**config.mk**
```make
export PLATFORM = sky130hd
export DESIGN_NAME = dispatch_queue
export DESIGN_NICKNAME = d
export VERILOG_FILES = /design/src/rtl/dispatch_queue_pkg.sv /design/src/rtl/dispatch_queue_inst_queue.sv /design/src/rtl/dispatch_queue.sv
export SDC_FILE = /design/constraint.sdc
export NUM_CORES = 2
export LEC_CHECK = 0
export ABC_AREA = 1
export ABC_CLOCK_PERIOD_IN_PS = 3550
export CAP_MARGIN = 20
export CELL_PAD_IN_SITES_DETAIL_PLACEMENT = 0
export CELL_PAD_IN_SITES_GLOBAL_PLACEMENT = 2
export CORE_MARGIN = 2
export CORE_UTILIZATION = 38
export CTS_BUF_LIST = sky130_fd_sc_hd__clkbuf_4
export CTS_CLUSTER_DIAMETER = 100
export CTS_CLUSTER_SIZE = 25
export DETAILED_ROUTE_END_ITERATION = 8
export DONT_BUFFER_PORTS = 1
export PLACE_DENSITY = 0.83
export SYNTH_ARGS = -nofsm -noshare
export SYNTH_HDL_FRONTEND = slang
export SYNTH_SLANG_ARGS = --single-unit
export TNS_END_PERCENT = 100
```
**constraint.sdc**
```tcl
create_clock -name clk -period 3.55 [get_ports clk]
set_input_delay 0.71 -clock clk [delete_from_list [all_inputs] [get_ports clk]]
set_output_delay 0.71 -clock clk [all_outputs]
set_load 0.03 [all_outputs]
```
**src/rtl/dispatch_queue_pkg.sv**
```systemverilog
// Shared definitions for the dispatch stage.
// Contents: data widths, the invalid ROB tag, the op-number layout,
// the instruction-queue entry record and the RV32I decoder used on the
// queue head.
//
// Op-number layout (OPNUM_W = 8 bits): {op_class(4), funct3(3), alt(1)}.
// alt is instr[30] for R-type ops and for the I-type shift-right group.
// Classes without a funct3 field carry funct3 = 0. OPNUM_NULL (all zero)
// marks an undecodable word. The queue drops such a word without dispatching it.
package dispatch_queue_pkg;

  localparam int INST_W      = 32;
  localparam int ADDR_W      = 32;
  localparam int DATA_W      = 32;
  localparam int OPNUM_W     = 8;
  localparam int INVALID_ROB = 0;

  typedef enum logic [3:0] {
    CLS_NULL, CLS_LUI, CLS_AUIPC, CLS_JAL, CLS_JALR,
    CLS_BRANCH, CLS_LOAD, CLS_STORE, CLS_OPIMM, CLS_OP
  } op_class_e;

  localparam logic [OPNUM_W-1:0] OPNUM_NULL = '0;

  typedef struct packed {
    logic [INST_W-1:0] inst;
    logic [ADDR_W-1:0] pc;
    logic              pred_jump;
    logic [ADDR_W-1:0] rollback_pc;
  } iq_entry_t;

  localparam int IQ_ENTRY_W = $bits(iq_entry_t);

  typedef struct packed {
    logic [OPNUM_W-1:0] opnum;
    logic [4:0]         rd;
    logic [4:0]         rs1;
    logic [4:0]         rs2;
    logic [DATA_W-1:0]  imm;
    logic               is_ls;
    logic               is_jump;
    logic               is_store;
  } decoded_t;

  // Unused source fields are forced to x0. The register file then reports
  // them as ready without any rename tag.
  function automatic decoded_t decode(input logic [INST_W-1:0] inst);
    decoded_t  d;
    op_class_e cls;
    logic [2:0] f3;
    logic       alt;
    logic       ok;
    d     = '0;
    cls   = CLS_NULL;
    f3    = inst[14:12];
    alt   = 1'b0;
    ok    = 1'b1;
    d.rd  = inst[11:7];
    d.rs1 = inst[19:15];
    d.rs2 = inst[24:20];
    case (inst[6:0])
      7'b0110111, 7'b0010111: begin
        cls   = (inst[5]) ? CLS_LUI : CLS_AUIPC;
        f3    = 3'b000;
        d.imm = {inst[31:12], 12'b0};
        d.rs1 = 5'd0;
        d.rs2 = 5'd0;
      end
      7'b1101111: begin
        cls       = CLS_JAL;
        f3        = 3'b000;
        d.imm     = {{12{inst[31]}}, inst[19:12], inst[20], inst[30:21], 1'b0};
        d.rs1     = 5'd0;
        d.rs2     = 5'd0;
        d.is_jump = 1'b1;
      end
      7'b1100111: begin
        cls       = CLS_JALR;
        ok        = (f3 == 3'b000);
        d.imm     = {{20{inst[31]}}, inst[31:20]};
        d.rs2     = 5'd0;
        d.is_jump = 1'b1;
      end
      7'b1100011: begin
        cls       = CLS_BRANCH;
        ok        = (f3[2:1] != 2'b01);
        d.imm     = {{20{inst[31]}}, inst[7], inst[30:25], inst[11:8], 1'b0};
        d.rd      = 5'd0;
        d.is_jump = 1'b1;
      end
      7'b0000011: begin
        cls     = CLS_LOAD;
        ok      = (f3 != 3'd3) && (f3[2:1] != 2'b11);
        d.imm   = {{20{inst[31]}}, inst[31:20]};
        d.rs2   = 5'd0;
        d.is_ls = 1'b1;
      end
      7'b0100011: begin
        cls        = CLS_STORE;
        ok         = (f3 < 3'd3);
        d.imm      = {{20{inst[31]}}, inst[31:25], inst[11:7]};
        d.rd       = 5'd0;
        d.is_ls    = 1'b1;
        d.is_store = 1'b1;
      end
      7'b0010011: begin
        cls   = CLS_OPIMM;
        alt   = (f3 == 3'b101) & inst[30];
        d.imm = {{20{inst[31]}}, inst[31:20]};
        d.rs2 = 5'd0;
      end
      7'b0110011: begin
        cls = CLS_OP;
        alt = inst[30];
      end
      default: ok = 1'b0;
    endcase
    if (ok) d.opnum = {cls, f3, alt};
    else    d = '0;
    return d;
  endfunction

endpackage

```
**src/rtl/dispatch_queue_inst_queue.sv**
```systemverilog
// inst_queue: circular FIFO with a synchronous flush.
// Ports: clk/rst_n (async active-low); flush empties the queue; push writes
// wdata at the tail; pop advances the head. rdata always shows the head
// entry. count gives the occupancy (0..DEPTH).
// The caller must push only when count < DEPTH and pop only when count != 0.
// DEPTH must be a power of two so the pointers wrap without extra logic.
module inst_queue
  import dispatch_queue_pkg::*;
#(
  parameter int DEPTH = 8,
  parameter int WIDTH = IQ_ENTRY_W
) (
  input  logic                     clk,
  input  logic                     rst_n,
  input  logic                     flush,
  input  logic                     push,
  input  logic                     pop,
  input  logic [WIDTH-1:0]         wdata,
  output logic [WIDTH-1:0]         rdata,
  output logic [$clog2(DEPTH):0]   count
);

  localparam int PTR_W = $clog2(DEPTH);
  localparam logic [PTR_W-1:0] PTR_ONE = 1;
  localparam logic [PTR_W:0]   CNT_ONE = 1;

  logic [WIDTH-1:0] mem [DEPTH];
  logic [PTR_W-1:0] head;
  logic [PTR_W-1:0] tail;

  assign rdata = mem[head];

  always_ff @(posedge clk or negedge rst_n) begin
    if (!rst_n) begin
      head  <= '0;
      tail  <= '0;
      count <= '0;
      for (int i = 0; i < DEPTH; i++) mem[i] <= '0;
    end else if (flush) begin
      head  <= '0;
      tail  <= '0;
      count <= '0;
    end else begin
      if (push) begin
        mem[tail] <= wdata;
        tail      <= tail + PTR_ONE;
      end
      if (pop) head <= head + PTR_ONE;
      if (push && !pop)      count <= count + CNT_ONE;
      else if (pop && !push) count <= count - CNT_ONE;
    end
  end

endmodule

```
**src/rtl/dispatch_queue.sv**
```systemverilog
// dispatch_queue: buffered decode/dispatch stage between the fetcher and
// the ROB, reservation station (RS) and load/store buffer (LSB).
// Ports: clk, rst_n (async active-low), rdy (global enable).
//   Fetch side:    fch_valid/inst/pc/pred_jump/rollback_pc in, fch_ready out.
//   rollback:      flushes the queue.
//   Register file: rs1/rs2_to_reg out; Q/V_from_reg in; reg_en/rd/rob_id out.
//   ROB:           Q_to_rob out; Q_ready/V_from_rob in; rob_id_from_rob in;
//                  rob_en and rob_* payload out.
//   CDB:           cdb_valid/rob_id/data in. Channel 0 has the highest priority.
//   RS/LSB:        rs_en/ls_en plus the shared disp_* payload.
// The queue issues the head instruction combinationally in the cycle it
// fires, and pops it on the same edge.
module dispatch_queue
  import dispatch_queue_pkg::*;
#(
  parameter int IQ_DEPTH = 8,
  parameter int NUM_CDB  = 2,
  parameter int ROB_ID_W = 4
) (
  input  logic                         clk,
  input  logic                         rst_n,
  input  logic                         rdy,
  input  logic                         fch_valid,
  input  logic [INST_W-1:0]            fch_inst,
  input  logic [ADDR_W-1:0]            fch_pc,
  input  logic                         fch_pred_jump,
  input  logic [ADDR_W-1:0]            fch_rollback_pc,
  output logic                         fch_ready,
  input  logic                         rollback,
  output logic [4:0]                   rs1_to_reg,
  output logic [4:0]                   rs2_to_reg,
  input  logic [ROB_ID_W-1:0]          Q1_from_reg,
  input  logic [ROB_ID_W-1:0]          Q2_from_reg,
  input  logic [DATA_W-1:0]            V1_from_reg,
  input  logic [DATA_W-1:0]            V2_from_reg,
  output logic [ROB_ID_W-1:0]          Q1_to_rob,
  output logic [ROB_ID_W-1:0]          Q2_to_rob,
  input  logic                         Q1_ready_from_rob,
  input  logic                         Q2_ready_from_rob,
  input  logic [DATA_W-1:0]            V1_from_rob,
  input  logic [DATA_W-1:0]            V2_from_rob,
  input  logic                         rob_full,
  input  logic                         rs_full,
  input  logic                         lsb_full,
  input  logic [ROB_ID_W-1:0]          rob_id_from_rob,
  input  logic [NUM_CDB-1:0]           cdb_valid,
  input  logic [NUM_CDB*ROB_ID_W-1:0]  cdb_rob_id,
  input  logic [NUM_CDB*DATA_W-1:0]    cdb_data,
  output logic                         rob_en,
  output logic                         reg_en,
  output logic                         rs_en,
  output logic                         ls_en,
  output logic [4:0]                   rob_rd,
  output logic [4:0]                   reg_rd,
  output logic                         rob_is_jump,
  output logic                         rob_is_store,
  output logic                         rob_pred_jump,
  output logic [ADDR_W-1:0]            rob_pc,
  output logic [ADDR_W-1:0]            rob_rollback_pc,
  output logic [ROB_ID_W-1:0]          reg_rob_id,
  output logic [ROB_ID_W-1:0]          disp_rob_id,
  output logic [OPNUM_W-1:0]           disp_opnum,
  output logic [DATA_W-1:0]            disp_V1,
  output logic [DATA_W-1:0]            disp_V2,
  output logic [ADDR_W-1:0]            disp_pc,
  output logic [DATA_W-1:0]            disp_imm,
  output logic [ROB_ID_W-1:0]          disp_Q1,
  output logic [ROB_ID_W-1:0]          disp_Q2
);

  localparam int CNT_W = $clog2(IQ_DEPTH) + 1;
  localparam logic [ROB_ID_W-1:0] INVALID_TAG = ROB_ID_W'(INVALID_ROB);

  iq_entry_t           push_entry;
  iq_entry_t           head_entry;
  logic [CNT_W-1:0]    count;
  decoded_t            dec;
  logic                head_live;
  logic                head_null;
  logic                target_free;
  logic                fire;
  logic                pop;
  logic                push;
  logic                flush;
  logic [NUM_CDB-1:0]  hit1;
  logic [NUM_CDB-1:0]  hit2;

  assign push_entry = '{inst: fch_inst, pc: fch_pc, pred_jump: fch_pred_jump,
                        rollback_pc: fch_rollback_pc};

  // rst_n appears here because count already reads 0 while reset is held.
  assign fch_ready = rst_n & !rollback & (count < CNT_W'(IQ_DEPTH));
  assign push      = fch_valid & fch_ready & rdy;
  assign flush     = rollback & rdy;

  assign dec         = decode(head_entry.inst);
  assign head_live   = rdy & (count != '0) & !rollback;
  assign head_null   = (dec.opnum == OPNUM_NULL);
  assign target_free = !rob_full & (dec.is_ls ? !lsb_full : !rs_full);
  assign fire        = head_live & target_free & !head_null;
  assign pop         = head_live & (target_free | head_null);

  inst_queue #(
    .DEPTH (IQ_DEPTH),
    .WIDTH (IQ_ENTRY_W)
  ) u_inst_queue (
    .clk   (clk),
    .rst_n (rst_n),
    .flush (flush),
    .push  (push),
    .pop   (pop),
    .wdata (push_entry),
    .rdata (head_entry),
    .count (count)
  );

  // A CDB tag match is ignored for tag 0, because tag 0 means "already ready".
  genvar g;
  generate
    for (g = 0; g < NUM_CDB; g = g + 1) begin : g_cdb_match
      assign hit1[g] = cdb_valid[g] && (Q1_from_reg != INVALID_TAG)
                       && (Q1_from_reg == cdb_rob_id[g*ROB_ID_W +: ROB_ID_W]);
      assign hit2[g] = cdb_valid[g] && (Q2_from_reg != INVALID_TAG)
                       && (Q2_from_reg == cdb_rob_id[g*ROB_ID_W +: ROB_ID_W]);
    end
  endgenerate

  // Operand priority: CDB (lowest channel wins), then ROB, then register file.
  // The channel loop runs from high to low index so the lowest hit is assigned last.
  always_comb begin
    disp_Q1 = Q1_from_reg;
    disp_V1 = V1_from_reg;
    disp_Q2 = Q2_from_reg;
    disp_V2 = V2_from_reg;
    if (Q1_ready_from_rob) begin
      disp_Q1 = INVALID_TAG;
      disp_V1 = V1_from_rob;
    end
    if (Q2_ready_from_rob) begin
      disp_Q2 = INVALID_TAG;
      disp_V2 = V2_from_rob;
    end
    for (int i = NUM_CDB - 1; i >= 0; i--) begin
      if (hit1[i]) begin
        disp_Q1 = INVALID_TAG;
        disp_V1 = cdb_data[i*DATA_W +: DATA_W];
      end
      if (hit2[i]) begin
        disp_Q2 = INVALID_TAG;
        disp_V2 = cdb_data[i*DATA_W +: DATA_W];
      end
    end
  end

  assign rs1_to_reg      = dec.rs1;
  assign rs2_to_reg      = dec.rs2;
  assign Q1_to_rob       = Q1_from_reg;
  assign Q2_to_rob       = Q2_from_reg;

  assign rob_en          = fire;
  assign reg_en          = fire;
  assign rs_en           = fire & !dec.is_ls;
  assign ls_en           = fire & dec.is_ls;

  assign rob_rd          = dec.rd;
  assign reg_rd          = dec.rd;
  assign rob_is_jump     = dec.is_jump;
  assign rob_is_store    = dec.is_store;
  assign rob_pred_jump   = head_entry.pred_jump;
  assign rob_pc          = head_entry.pc;
  assign rob_rollback_pc = head_entry.rollback_pc;
  assign reg_rob_id      = rob_id_from_rob;
  assign disp_rob_id     = rob_id_from_rob;
  assign disp_opnum      = dec.opnum;
  assign disp_pc         = head_entry.pc;
  assign disp_imm        = dec.imm;

endmodule

```
## Word-level counts from Yosys, hierarchy flattened

Index checks and enable logic that the tools add are counted.

- $add $sub $neg: 4
- Order comparisons: 5
- Equal/unequal tests: 17
- Muxes and demuxes: 40
- Bitwise gates (word level): 18
- Reduce and logical (&&, ||, !) cells: 37

Operators with widths:

| cell | count |
|---|---|
| bitwise mux 776 bit | 1 |
| binary-select mux 97 bit (select 3 bit) | 1 |
| demux 97 bit (select 3 bit) | 1 |
| 2-to-1 mux 97 bit | 3 |
| 2-to-1 mux 32 bit | 6 |
| case mux 32 bit (5 select lines) | 1 |
| 2-to-1 mux 50 bit | 1 |
| 2-to-1 mux 4 bit | 9 |
| case mux 4 bit (8 select lines) | 1 |
| == test 7 x 6 -> 1 bit, second input constant | 3 |
| == test 7 bit, second input constant | 3 |
| == test 4 bit | 4 |
| 2-to-1 mux 3 bit | 5 |
| 2-to-1 mux 5 bit | 3 |
| bitwise AND 1 bit | 14 |
| == test 7 x 5 -> 1 bit, second input constant | 2 |
| logical AND 1 bit | 12 |
| nonzero test 4 bit | 3 |
| OR reduction 3 bit | 3 |
| greater-or-equal comparator 4 bit, second input constant | 2 |
| logical NOT 1 bit | 8 |
| logical NOT 8 bit | 1 |
| 2-to-1 mux 8 bit | 1 |
| NOT 3 -> 4 bit | 2 |
| other kinds (24) | 31 |

- Register bits after elaboration: 786
- Input bits: 321
- Output and inout bits: 252

## Depth between registers and ports, before layout

- Depth after elaboration: 16
- Depth in mapped cells: 24
- Depth with buffers taken out: 23

## Modules after synthesis

From an unflattened synthesis, not the netlist that was laid out.

- Cell total of the unflattened synthesis: 5,328
- Area total of the unflattened synthesis: 40,441.3 um2

Modules (own cells, without submodules):

| module | times used | cells each | area each (um2) |
|---|---|---|---|
| inst_queue | 1 | 4,480 | 36,174.7 |
| dispatch_queue | 1 | 848 | 4,266.6 |

## Worst setup path before layout

OpenSTA, ideal clock, no wires.

- Kind: register to output
- Start point: register u_inst_queue.head[0]
- End point: output rob_pc[7]
- Data arrival time: 2.786 ns
- Data required time: 2.840 ns
- Path slack: 0.054 ns
- Cell stages (with the launch flop): 13
- Cells stage by stage: dfrtp_1 buf_6 buf_6 buf_6 clkbuf_1 buf_2 clkbuf_1 buf_2 nor2_1 nor2_1 o21ai_0 a31oi_1 buf_4

- Word-level cells in the longest chain between the ends: 4

Ends and longest elaborated chain:

| element | RTL line | source |
|---|---|---|
| start: declaration | dispatch_queue_inst_queue.sv:28 | `logic [PTR_W-1:0] head;` |
| start signal: assignment | dispatch_queue_inst_queue.sv:48 | `if (pop) head <= head + PTR_ONE;` |
| NOT 3 -> 4 bit (not written as such) | dispatch_queue_inst_queue.sv:31 | `assign rdata = mem[head];` |
| binary-select mux 97 bit (select 3 bit) | dispatch_queue_inst_queue.sv:31 |  |
| 2-to-1 mux 97 bit (not written as such) (2 in series) | dispatch_queue_inst_queue.sv:31 |  |
| end: declaration | dispatch_queue.sv:58 | `output logic [ADDR_W-1:0] rob_pc,` |

Every way passes these cells. The select of a mux whose other input is x is not followed.

## Worst setup path in the final report

- Start point: input rst_n
- End point: output fch_ready

- Word-level cells in the longest chain between the ends: 2

Ends and longest elaborated chain:

| element | RTL line | source |
|---|---|---|
| start: declaration | dispatch_queue.sv:21 | `input logic rst_n,` |
| bitwise AND 1 bit (2 in series) | dispatch_queue.sv:92 | `assign fch_ready = rst_n & !rollback & (count < CNT_W'(IQ_DEPTH));` |
| end: declaration | dispatch_queue.sv:28 | `output logic fch_ready,` |

Every way passes these cells.

==> impl_metrics.csv <==
group,metric,value,unit
run,drv_cap,0,
setup_path,worst_ep_required_time,2.84,ns
setup_path,worstPathMaxFanout,787,
global_route,grt_util_all_layers,25.94,%
clock_tree,cts_tree,"done",
logic_synthesis,synth_top_area_cell,"dfrtp_1",
setup_path,crit_buf_inv,1,
pwr,vdd_drop_max,0.0006564,V
clock_tree,cts.sinks,786,
logic_synthesis,yosys-top-cells-area,"dfrtp_1, o21ai_0, nand2_1, nor2_1, clkbuf_1",
floorplan,core_area,98710,um^2
floorplan,dieArea,102400,um^2
detailed_routing,vias,34252,
placement,gp_congestion,0.9133,
finish,final_cells,6268,
global_route,grt_pass1_vias,32640,
global_route,grt_max_degree,788,
clock_tree,cts.path.max_buffers,3,
floorplan,die_w,320.1,um
logic_synthesis,ys.warnings.count,0,
sta,rsz0062_at_grt,"yes",
sta,period_needed,5.502,ns
logic_synthesis,ys_types,40,
logic_synthesis,synth_ff_type,"dfrtp_1",
clock_tree,holdBufCountCts,99,
clock_tree,cts_buffers,40,
min_path,min_path_type,"in -> async",
sta,relSlewSlack,-237.8,%
setup_path,critPathKind,"in -> out",
detailed_routing,postRouteWirelength,136100,um
logic_synthesis,yosysSeqAreaShare,51.81,%
sta,clock_skew,0.05269,ns
sta,hold_viol_final,251,
logic_synthesis,ys_ff_latch,786,
setup_path,cp.arrival,4.79,ns
floorplan,die_y,320.1,um
placement,portBuffers,0,
sta,timing.hold.ws,-0.5866,ns
detailed_routing,wire_per_inst,21.71,um
sta,setup_slack,-1.952,ns
pwr,p_leak,0.02063,uW
sta,worst_pin_slew,5.067,ns
setup_path,cp_top_family,"simple AND/OR/NAND/NOR gates",
finish,multiInputGateArea,16630,um^2
logic_synthesis,async_flop_share,100.0,%
placement,dpl_cell_area,40170,um^2
setup_path,startpoint_type,"input port",
setup_path,crit_slowest_cell,"nor3b_1",
global_route,grt_overflow,0,
sta,fin_tns_setup,-1299.03,ns
sta,max_freq,0.1818,GHz
sta,setup_violations,950,
floorplan,num_rows,115,
sta,finalCritPeriodShare,155.0,%
detailed_routing,routed_via_density,5.465,
floorplan,start_util,38.46,%
finish,final_layout_size_suffix_gt1_share,13.59,%
detailed_routing,drt-initial-drc-count,3342,
logic_synthesis,netlist_instances,4853,
clock_tree,path_clk_slew,0.25,ns
logic_synthesis,syn-num-nets,5179,
logic_synthesis,yosys.cell_count.top_type,"o21ai_0",
logic_synthesis,post_synth.cell_area_avg,7.822,um^2
clock_tree,cts_root_buf,"clkbuf_4",
sta,slew_violations,634,
floorplan,boundaryPins,573,
finish,fill_cells,9952,
run_status,failed_checks,"negative hold slack, max-slew violations, negative setup slack",
clock_tree,clkLatencyLatePin,0.98,ns
pwr,p_per_area,715.6,nW/um^2
detailed_routing,drc_errors,0,
setup_path,cp_cell_sequence,"nor3b_1, buf_4",
global_route,antenna_found_initial,17,
setup_path,cp-end-kind,"output port",
logic_synthesis,synth_common_cells,"o21ai_0, nand2_1, dfrtp_1, nor2_1, clkbuf_1",
global_route,grt_pass1_wl,207200,um
clock_tree,htreeDepth,2,
finish,seqCellArea,19680,um^2
placement,dp_cells,5983,
detailed_routing,drtAntennaViolNets,0,
finish,final_nets,5283,
setup_path,slowest_delay,1.38,ns
finish,area_delta_synth_final,18.52,%
placement,dp_hpwl,73330,um
run_status,run_status,"finished with violations",
detailed_routing,firstDrtPassIters,8,
placement,dp_slack,0.03960,ns
logic_synthesis,synth.top_cell.area_share,51.81,%
logic_synthesis,syn_area,37960,um^2
finish,postLayoutCellArea,44990,um^2
logic_synthesis,synth-edff-count,0,
==> state kept, by name (all words and copies together), names as in the netlist <==
| register | flops |
|---|---|
| u_inst_queue.mem | 776 |
| u_inst_queue.count | 4 |
| u_inst_queue.head | 3 |
| u_inst_queue.tail | 3 |
==> power by group <==
group	switching, uW	total (uW)	internal, uW
Combinational	11000	18000	6930
Clock	2950	3580	634
Sequential	629	10600	10000
==> cell families (layout without fill, tap and decap cells) <==
kind of cell    count (synthesis)  after routing  synth area share [%]
other cells                     0              8                     0
buf+inv                       655            772                 7.271
fa+ha+maj                       5              5                0.1846
xor+xnor                        1              1               0.02308
flops                         786            786                 51.81
simple gates                 1893           1896                 19.58
compound gates               1513           1513                 21.12
==> final timing paths <==
| path | to | slack, ns | start | cells past startpoint |
|---|---|---|---|---|
| setup reg to reg | u_inst_queue.count[3] | -0.06 | u_inst_queue.head[0] | 25 |
| max in group asynchronous | u_inst_queue.head[0] | -0.20 | rst_n | 0 |
| setup / recovery | fch_ready | -1.95 | rst_n | 2 |
| hold reg to reg | u_inst_queue.mem[389] | 0.51 | u_inst_queue.mem[389] | 2 |
| min in group clk | u_inst_queue.head[2] | 0.15 | rollback | 3 |
| hold / removal | u_inst_queue.mem[592] | -0.59 | rst_n | 0 |
==> layout by cell type, fill, tap and decap left out, types with 65 or more instances in the layout <==
master	count
o21ai_0	1139
nor2_1	570
o211ai_1	65
dlygate4sd3_1	99
nand3_1	102
o22ai_1	66
buf_4	237
dfrtp_1	784
nand2_1	1061
a21oi_1	72
inv_1	204
==> metal layers <==
metal | global-route usage (%) | vias up | share of wire, %
met2 | 40.53 | 1048 | 45
met3 | 4.509 | 173 | 6.2
met5 | 0 | - | 0.098
met4 | 6.312 | 20 | 2.1
met1 | 37.36 | 16816 | 46
li1 | - | 16195 | -
==> area by class of cell <==
type | instances | share of cell area [%]
diodes | 8 | 0.04450
clock buffers | 43 | 0.7175
clock inverters | 15 | 0.2698
inverters | 239 | 2.203
multi-input cells | 3415 | 36.95
flip-flops and latches | 786 | 43.73
well taps | 1287 | 3.579
repair buffers | 473 | 12.43
repair inverters | 2 | 0.07230
==> metrics by stage <==
stage | power [uW] | util (%)
2_1_floorplan | 20050 | -
3_3_place_gp | 23930 | 40.70
3_5_place_dp | 23980 | 40.70
4_1_cts | 31530 | 44.88
5_1_grt | 34070 | 45.58
6_report | 32200 | 45.58
==> timing repair <==
action	CTS	global route
endpoints found under the hold margin	1546	786
setup buffers	61	17
pin swaps	42	88
cloned	44	2
setup endpoints to repair	164	173
resized for setup	286	182
Note: power is estimated with default switching activity, not from simulation.
